### config.mk
export PLATFORM = sky130hd
export DESIGN_NAME = formal_stream_scoreboard
export DESIGN_NICKNAME = d
export VERILOG_FILES = /design/src/rtl/formal_pkg.sv /design/src/rtl/formal_lfsr.sv /design/src/rtl/formal_stream_scoreboard.sv
export SDC_FILE = /design/constraint.sdc
export NUM_CORES = 1
export LEC_CHECK = 0
export ABC_AREA = 1
export BUFFER_PORTS_ARGS = -buffer_cell sky130_fd_sc_hd__buf_4
export CAP_MARGIN = 40
export CORE_MARGIN = 2
export CORE_UTILIZATION = 29
export DETAILED_ROUTE_END_ITERATION = 8
export HOLD_SLACK_MARGIN = 0.12
export PLACE_DENSITY = 0.54
export SYNTH_ARGS = -nofsm -noshare
export SYNTH_HDL_FRONTEND = slang
export SYNTH_SLANG_ARGS = --single-unit
export TNS_END_PERCENT = 20
### constraint.sdc
create_clock -name clk -period 4.1 [get_ports clk]
set_clock_uncertainty 0.2 [all_clocks]
set_input_delay 0.82 -clock clk [delete_from_list [all_inputs] [get_ports clk]]
set_output_delay 0.82 -clock clk [all_outputs]
set_load 0.005 [all_outputs]
### src/rtl/formal_pkg.sv
// Shared definitions for the formal selftest stream blocks: FSM encodings and
// the LFSR polynomial/seed used by both the source and the checker side.
package formal_pkg;

    localparam logic [0:0] ST_RUN  = 1'b0;
    localparam logic [0:0] ST_FAIL = 1'b1;

    // x^16 + x^14 + x^13 + x^11 + 1, tap bits 15,13,12,10
    localparam logic [15:0] LFSR_TAPS    = 16'hB400;
    localparam logic [15:0] DEFAULT_SEED = 16'hACE1;

endpackage

### src/rtl/formal_lfsr.sv
// Left-shifting Fibonacci LFSR, advancing every clock. An all-zero seed would
// lock the register, so it is replaced by 1.
module formal_lfsr #(
    parameter int               width = 16,
    parameter logic [width-1:0] taps  = 16'hB400,
    parameter logic [width-1:0] seed  = 16'hACE1
) (
    input  logic             clk,
    input  logic             resetn,
    output logic [width-1:0] q
);

    localparam logic [width-1:0] SEED_EFF =
        (seed == '0) ? {{(width-1){1'b0}}, 1'b1} : seed;

    logic [width-1:0] q_q;
    logic [width-1:0] q_d;

    always_comb begin
        q_d = {q_q[width-2:0], ^(q_q & taps)};
    end

    always_ff @(posedge clk or negedge resetn) begin
        if (!resetn) begin
            q_q <= SEED_EFF;
        end else begin
            q_q <= q_d;
        end
    end

    assign q = q_q;

endmodule

### src/rtl/formal_stream_scoreboard.sv
// Checker end of the formal selftest: accepts the actual stream only while an
// expected word is available, compares word by word and latches sticky errors.
module formal_stream_scoreboard
    import formal_pkg::*;
#(
    parameter int          dw       = 32,
    parameter int          cw       = 16,
    parameter int          tw       = 10,
    parameter bit          stall_en = 1'b1,
    parameter logic [15:0] seed     = DEFAULT_SEED
) (
    input  logic          clk,
    input  logic          resetn,
    input  logic          s_valid,
    output logic          s_ready,
    input  logic [dw-1:0] s_data,
    input  logic          e_valid,
    output logic          e_ready,
    input  logic [dw-1:0] e_data,
    output logic [cw-1:0] pass_count,
    output logic          err_mismatch,
    output logic          err_protocol,
    output logic          err_timeout,
    output logic          dbg_state
);

    // Handshake: a word moves when valid && ready on a rising edge. Once the
    // sender raises valid it must hold valid and data until ready is seen.
    // e_ready is the same-cycle pop of the expected FIFO for each accept.

    localparam logic [tw-1:0] TMO_LAST = tw'(2**tw - 2);

    logic [15:0]   lfsr;
    logic          run;
    logic          stall;
    logic          acc;
    logic          mis_hit;
    logic          pro_hit;
    logic          tmo_inc;
    logic          tmo_hit;

    logic [0:0]    state_q,   state_d;
    logic [cw-1:0] pass_q,    pass_d;
    logic          mis_q,     mis_d;
    logic          pro_q,     pro_d;
    logic          tmo_err_q, tmo_err_d;
    logic [tw-1:0] tmo_cnt_q, tmo_cnt_d;
    logic          pend_q,    pend_d;
    logic [dw-1:0] pdat_q,    pdat_d;

    formal_lfsr #(
        .width (16),
        .taps  (LFSR_TAPS),
        .seed  (seed)
    ) u_lfsr (
        .clk    (clk),
        .resetn (resetn),
        .q      (lfsr)
    );

    assign run     = (state_q == ST_RUN);
    assign stall   = stall_en && (lfsr[1:0] == 2'b00);
    assign s_ready = run && e_valid && !stall;
    assign e_ready = s_valid && s_ready;
    assign acc     = e_ready;

    always_comb begin
        mis_hit = acc && (s_data != e_data);
        pro_hit = pend_q && (!s_valid || (s_data != pdat_q));
        // Starvation only counts while an expected word waits and the DUT is silent.
        tmo_inc = run && e_valid && !s_valid;
        tmo_hit = tmo_inc && (tmo_cnt_q == TMO_LAST);

        state_d   = (mis_hit || pro_hit || tmo_hit) ? ST_FAIL : state_q;
        mis_d     = mis_q || mis_hit;
        pro_d     = pro_q || pro_hit;
        tmo_err_d = tmo_err_q || tmo_hit;

        pass_d = pass_q;
        if (acc && !mis_hit && (pass_q != {cw{1'b1}})) begin
            pass_d = pass_q + cw'(1);
        end

        tmo_cnt_d = tmo_cnt_q;
        if (acc || !e_valid) begin
            tmo_cnt_d = '0;
        end else if (tmo_inc) begin
            tmo_cnt_d = tmo_cnt_q + tw'(1);
        end

        pend_d = s_valid && !s_ready;
        pdat_d = s_data;
    end

    always_ff @(posedge clk or negedge resetn) begin
        if (!resetn) begin
            state_q   <= ST_RUN;
            pass_q    <= '0;
            mis_q     <= 1'b0;
            pro_q     <= 1'b0;
            tmo_err_q <= 1'b0;
            tmo_cnt_q <= '0;
            pend_q    <= 1'b0;
            pdat_q    <= '0;
        end else begin
            state_q   <= state_d;
            pass_q    <= pass_d;
            mis_q     <= mis_d;
            pro_q     <= pro_d;
            tmo_err_q <= tmo_err_d;
            tmo_cnt_q <= tmo_cnt_d;
            pend_q    <= pend_d;
            pdat_q    <= pdat_d;
        end
    end

    assign pass_count   = pass_q;
    assign err_mismatch = mis_q;
    assign err_protocol = pro_q;
    assign err_timeout  = tmo_err_q;
    assign dbg_state    = state_q;

endmodule

# Word-level counts from Yosys, hierarchy flattened
# Cells that the tools add are included.
# word_totals
regBits	79
word_cells	43
latch_bits	0
mem_bits_ro	0
mem_bits_rw	0
mem_count	0
output_inout_bits	22
# op_classes
add_sub_neg	2
reduce_logical	25
eq_ne	4
mux	2
n_mul	0
n_lt_le_gt_ge	0
bitwise	1
n_div	0
shifts	0
# ops
cell	count
$ne 32x32->1	2
$mux 10	2
$add 16x1->16 const B	1
$ne 16x16->1 const B	1
$reduce_xor 16->1	1
$add 10x1->10 const B	1
$eq 10x10->1 const B	1
$logic_and 1x1->1	10
$logic_or 1x1->1	7
$logic_not 1->1	5
$logic_not 2->1	1
$reduce_bool 2->1	1
$not 1->1	1

# Longest topological paths before layout
# Gate-level depths: netlist (run 1).
# depth
word_depth	8
ltp_mapped	12
ltp_nobuf	12

# Modules after synthesis
# A second synthesis (run 1) with hierarchy kept.
# hier_totals
hier_cells	642
hier_area_um2	4677.0
# modules_own_cells
mod	cells_per_inst	instances	seq_area_each_um2	area_each_um2
formal_stream_scoreboard	594	1	1576.5	4082.7
formal_lfsr	48	1	410.4	594.3

# Worst setup path after synthesis (run 1)
# Ideal clock, no wire load.
# synth_path
path_type	input to output
startpoint	input port e_valid
endpoint	output port e_ready
setup_slack_ns	1.520
stages	5
required_ns	3.080
arrival_time_ns	1.560
cell_sequence	inv_2 -> nor2_1 -> o21ai_1 -> nor2_2 -> buf_2
# synth_between
elab_chain_cells	3
# synth_lines
element	line_no	rtl
start: declaration	formal_stream_scoreboard.sv:17	input logic e_valid,
$logic_and 1x1->1 (2 in a row)	formal_stream_scoreboard.sv:63	assign s_ready = run && e_valid && !stall;
$logic_and 1x1->1	formal_stream_scoreboard.sv:64	assign e_ready = s_valid && s_ready;
end: declaration	formal_stream_scoreboard.sv:18	output logic e_ready,
# Every way passes these cells.

# Worst setup path after layout (run 1)
# Ends and elaborated chain as after synthesis.

==> out/metrics.yaml, run 1 <==
pwr:
  intPower_w: 0.00137
  switchingPower_w: 0.000463
  p_clk_share_pct: 44.7
  netSwitchingFraction_pct: 25.3
  power_leakage_nw: 2.97
  vdd_ir_drop_max_mv: 0.176
  power_w: 0.00183
  comb_power_share_pct: 11.4
  p_seq_share_pct: 43.8
  power_density_mw_per_mm2: 328
clock_network:
  cts_setup_buffers: 0
  cts_resized: 0
  holdBufCountCts: 0
  path_clk_slew_ps: 60
  cts_made_buffers: 9
  cts_root_buffer: "clkbuf_16"
  htreeDepth: 3
  cts_buffer_depth: 2
  clkLatencyLatePin_ps: 340
  cts.sink_count: 79
  cts_tree: "built"
min_path:
  min_path_type: "reg -> reg"
  hold_depth: 0
cells_and_area:
  drive_above_1_share_pct: 21.5
  mostFrequentLayoutCells: "224 x nand2_1, 90 x buf_4, 78 x inv_1, 71 x dfrtp_1, 59 x nor2_1"
  insertedDiodeCount: 0
  fill_cells: 1532
  final_common_cell: "nand2_1"
  nNetsFinal: 763
  syn_to_final_growth_pct: 27.6
  finish.utilization_pct: 38.1
global_routing:
  grt.total_usage_pct: 14.3
  grt_first_pass_wirelength_microns: 18000
  grt_pass1_vias: 3561
  grt_overflow: 0
  grt_max_degree: 55
  antenna_found_initial: 0
timing:
  timing.final.hold_violations: 0
  max_freq_mhz: 374
  setup_tns_ps: 0
  drv_slew: 0
  fin_hold_ws_ps: 141
  min_period_ps: 2670
  fin_crit_sh_pct: 65.2
  rsz0062_at_grt: "false"
  setup_viol: 0
  worst_slew_pin_slew_ps: 468
  max_slew_margin_pct: 68.7
worst_setup_path:
  crit_required_ps: 3080
  cp_cell_sequence: "buf_4, inv_2, nor2_1, o21ai_1, nor2_2, buf_4, buf_4"
  critPathMaxFanout: 19
  end_kind: "output pin"
  cpMostUsedCell: "buf_4"
  cp_top_family: "buffers and inverters"
  critPathLaunchType: "primary input"
  ff2ff_path_depth: 9
  cp.depth: 7
  critical-path-max-stage-delay_ps: 260
  path_buf_inv: 4
  path_class: "in -> out"
  arrival_ps: 1650
  worst_path_max_delay_cell: "buf_4"
synthesis:
  synth_fp_nets: 665
  syn_avg_cell_area_sq_um: 7.37
  ys_types: 31
  synth-seq-area-share_pct: 45.4
  synth_cells: 594
  synth_area_sq_mm: 0.00438
  yosysWarnings: 0
  yosys_register_bits: 79
job:
  maxCapViolCount: 0
drt:
  drt_iter0_drc: 168
  drc: 0
  routed-wl-met3_microns: 399
  routed_wl_microns: 10600
  num_vias: 3773
  drt-met1-wl_microns: 5270
  highest_layer: "met4"
  ant_nets: 0
  vias_per_cell: 4.28
  firstDrtPassIters: 4
  routedWlPerCell_microns: 12.1
  routed-wl-met2_microns: 4860
floorplan:
  die_h_microns: 127
  fp.dieW_microns: 127
  dieArea_sq_mm: 0.0161
  num_io_pins: 90
  start_util_pct: 29.9
  rows: 44
  design.core.area_sq_mm: 0.0146
placement:
  numPortBuffers: 89
  hpwl_microns: 8200
  gp_congestion: 0.834
status:
  status: "finished clean"
## cells in the mapped netlist
cell type | number | area [sq um]
nand2_1 | 224 | 841
ha_1 | 3 | 37.5
nor3b_1 | 1 | 7.51
nor3_1 | 8 | 40.0
nand4_4 | 1 | 21.3
or2_1 | 1 | 6.26
and2_1 | 2 | 12.5
o22ai_1 | 1 | 6.26
nand3b_1 | 1 | 7.51
nor3_2 | 1 | 10.0
or2_2 | 10 | 62.6
nor3_4 | 1 | 16.3
nor4_1 | 1 | 6.26
xor2_1 | 16 | 140
dfrtp_1 | 71 | 1780
nand4_1 | 26 | 163
buf_2 | 3 | 15.0
nor2_2 | 1 | 6.26
nor2_1 | 59 | 221
a21oi_1 | 9 | 45.0
inv_1 | 78 | 293
o21ai_0 | 6 | 30.0
o21ai_1 | 6 | 30.0
xnor2_1 | 22 | 193
dfstp_2 | 8 | 210
nand3_1 | 12 | 60.1
nand2_2 | 1 | 6.26
nor2_4 | 2 | 22.5
inv_2 | 17 | 63.8
buf_8 | 1 | 15.0
nand2_4 | 1 | 11.3
## flip-flops by register name, summed over array words and instances, names as in the netlist
signal,cells
err_mismatch,1
dbg_state,1
u_lfsr.q,16
pdat_q,32
err_timeout,1
err_protocol,1
pend_q,1
tmo_cnt_q,10
pass_count,16
## layout make-up
class | instances | area (sq um) | share of cell area (%)
multi-input cells | 416 | 2000 | 35.9
flip-flops and latches | 79 | 1990 | 35.6
repair buffers | 91 | 703 | 12.6
inverters | 95 | 357 | 6.38
well taps | 184 | 230 | 4.12
clock buffers | 9 | 225 | 4.03
clock inverters | 7 | 80.1 | 1.43
## worst paths after layout
path / startpoint / end / slack [ps]
max: e_valid / e_ready / 1430
min: u_lfsr.q[8] / u_lfsr.q[9] / 140
max reg2reg: pass_count[0] / pass_count[8] / 2040
min reg2reg: u_lfsr.q[8] / u_lfsr.q[9] / 140
max in group asynchronous: resetn / u_lfsr.q[5] / 2860
min in group asynchronous: resetn / pdat_q[20] / 190
## power by group through the flow
stage | logic, W | registers, W | clock network, W
after floorplan | 0.0000985 | 0.000817 | 0
after global placement | 0.000206 | 0.000817 | 0
after detailed placement | 0.000212 | 0.000818 | 0
after CTS | 0.000214 | 0.000803 | 0.000860
after global routing | 0.000241 | 0.000805 | 0.000896
final | 0.000209 | 0.000804 | 0.000820
## routing by layer
layer	up-vias	GRT usage (%)
met4	0	3.81
met1	1698	19.4
met3	6	4.22
li1	2009	-
met2	60	22.2
met5	-	0
## metrics by stage
stage | setup slack, ps | cells | cell area (sq um)
after floorplan | 1520 | 594 | 4380
after global routing | 1370 | 881 | 5590
after detailed placement | 1390 | 865 | 5280
after CTS | 1430 | 881 | 5590
final | 1430 | 881 | 5590
after global placement | 1420 | 864 | 5250
## kinds of logic (layout without fill, tap and decap cells)
| group | after synthesis | in the layout | synth area share, % |
|---|---|---|---|
| AND/OR/NAND/NOR | 353 | 353 | 34.8 |
| buffers and inverters | 99 | 202 | 8.83 |
| flip-flops | 79 | 79 | 45.4 |
| XOR/XNOR | 38 | 38 | 7.60 |
| AO/OA/AOI/OAI | 22 | 22 | 2.54 |
| adder cells (fa/ha/maj) | 3 | 3 | 0.858 |
(Power assumes the default switching activity.)
==> inputs of run 2 (changes only) <==
Settings changed: PLACE_DENSITY 0.54 to 0.55.
Clock period 4.1 ns to 2.4 ns, I/O delays scaled along.
==> out/metrics.yaml, run 2 (synthesis results as in run 1) <==
status:
  status: "finished clean"
min_path:
  hold_depth: 0  # unchanged
  min_path_type: "reg -> reg"
cells_and_area:
  multi_input_area_sq_mm: 0.00205  # +2.4%
  largest_register: "pdat_q"
  syn_to_final_growth_pct: 36.1
  regArea_sq_mm: 0.00199  # unchanged
  drive_above_1_share_pct: 21.3  # -0.24 points
  insertedDiodeCount: 0  # unchanged
  final_common_cell: "nand2_1"
  nNetsFinal: 799  # +4.7%
  mostFrequentLayoutCells: "224 x nand2_1, 91 x buf_4, 78 x inv_1, 71 x dfrtp_1, 57 x nor2_1"
  final_cells: 917  # +4.1%
  largest_reg_flops: 32  # unchanged
  fill_cells: 1534  # +0.13%
timing:
  max_freq_mhz: 450
  max_slew_margin_pct: 61.3  # -7.4 points
  fin_hold_ws_ps: 155  # +13.6 ps
  rsz0062_at_grt: "false"
  min_period_ps: 2220
  worst_slew_pin_slew_ps: 580  # +112 ps
  worst_slack_ps: 178  # -1250 ps
  timing.final.hold_violations: 0  # unchanged
  setup_tns_ps: 0  # unchanged
  fin_crit_sh_pct: 92.6
  setup_viol: 0  # unchanged
  drv_slew: 0  # unchanged
clock_network:
  cts_made_buffers: 9  # unchanged
  cts_setup_buffers: 0  # unchanged
  htreeDepth: 3  # unchanged
  clkLatencyLatePin_ps: 340  # about the same
  cts_tree: "built"
  cts_root_buffer: "clkbuf_16"
  cts.sink_count: 79  # unchanged
  cts_buffer_depth: 2  # unchanged
  path_clk_slew_ps: 70  # about the same
worst_setup_path:
  crit_required_ps: 2440  # -640 ps
  cpMostUsedCell: "nand2_1"
  worst_path_max_delay_cell: "dlygate4sd3_1"
  ff2ff_path_depth: 9  # unchanged
  end_kind: "flop"
  critical-path-max-stage-delay_ps: 530  # +270 ps
  arrival_ps: 2260  # +610 ps
  cp_cell_sequence: "dlygate4sd3_1, buf_4, nand2_1, nand2_1, inv_1, nand2_1, nor2_1, nand2_1, nor2_4, nand4_4, nand2_1, nand2_1"
  critPathMaxFanout: 8  # -11
  critPathLaunchType: "primary input"
  path_class: "in -> reg"
drt:
  vias_per_cell: 4.37  # +1.9%
  num_vias: 4003  # +6.1%
  drc: 0  # unchanged
  drt_iter0_drc: 193  # +15%
  ant_nets: 0  # unchanged
  routed_wl_microns: 11300  # +6.6%
  firstDrtPassIters: 4  # unchanged
  routedWlPerCell_microns: 12.3  # +2.4%
placement:
  place_ws_ps: 150  # -1240 ps
  numPortBuffers: 89  # unchanged
  gp_congestion: 0.813  # -2.5%
  placedCellCount: 867  # +0.23%
  hpwl_microns: 8440  # +3.0%
floorplan:
  rows: 44  # unchanged
  design.core.area_sq_mm: 0.0146  # unchanged
  dieArea_sq_mm: 0.0161  # unchanged
  num_io_pins: 90  # unchanged
  die_h_microns: 127  # unchanged
  start_util_pct: 29.9  # unchanged
  fp.dieW_microns: 127  # unchanged
job:
  maxCapViolCount: 0  # unchanged
global_routing:
  grt_pass1_vias: 3843  # +7.9%
  grt.total_usage_pct: 14.5  # +0.21 points
  antenna_found_initial: 0  # unchanged
  grt_overflow: 0  # unchanged
  grt_max_degree: 46  # -16%
  grt_first_pass_wirelength_microns: 18500  # +3.1%
pwr:
  power_leakage_nw: 3.10  # +4.4%
  power_density_mw_per_mm2: 522  # +59%
  vdd_ir_drop_max_mv: 0.296  # +68%
-- run 2: changes by cell type in the layout (fill, tap and decap cells not counted), sizes merged --
cell	previous run	this run
nand4	27	28
clkinvlp	2	1
inv	97	99
bufinv	1	0
dlygate4sd3	0	33
buf	91	93
-- run 2: timing repair --
item,in CTS,in global routing
hold buffers,33,0
gates resized for setup,0,8
hold endpoints to repair,67,0
setup endpoints to repair,0,16
-- run 2: power breakdown --
group          switching (W)  internal (W)  total [W]
logic               0.000208      0.000198   0.000406
clock network       0.000609      0.000723    0.00133
registers          0.0000130       0.00136    0.00137
-- run 2: worst paths after layout --
kind	from	endpoint	slack, ps
max in group asynchronous	resetn	pass_count[10]	940
setup / recovery	s_data[10]	pass_count[1]	180
hold reg to reg	u_lfsr.q[8]	u_lfsr.q[9]	150
min in group asynchronous	resetn	pdat_q[22]	470
setup reg to reg	pass_count[0]	pass_count[1]	390
hold / removal	u_lfsr.q[8]	u_lfsr.q[9]	150
-- run 2: layout make-up --
class	instances	share of cell area, %
clock inverters	7	1.05
flip-flops and latches	79	33.3
multi-input cells	417	34.4
clock buffers	9	3.78
well taps	184	3.86
inverters	95	5.98
repair buffers	126	17.5
-- run 2: through the flow --
stage / cell area (sq um) / utilization [%] / total power, W
6_report: 5960 / 40.7 / 0.00311
5_1_grt: 5960 / 40.7 / 0.00328
4_1_cts: 5910 / 40.3 / 0.00316
3_5_place_dp: 5290 / 36.1 / 0.00176
3_3_place_gp: 5290 / 36.1 / 0.00175
2_1_floorplan: 4380 / - / 0.00156
-- run 2: critical path: cells and delay by family --
kind,cells,cell delay [ps]
buffers and inverters,3,740
and+or+nand+nor,9,1040
-- run 2: per-layer routing --
layer  vias up  GRT usage, %  routed length [microns]  part of all wire, %
met5         -             0                        0                    0
met4         0          3.49                      123                  1.1
met3        10          3.80                      448                  4.0
met2        73          24.2                     5380                   48
met1      1836          18.7                     5360                   47
li1       2084             -                        -                    -
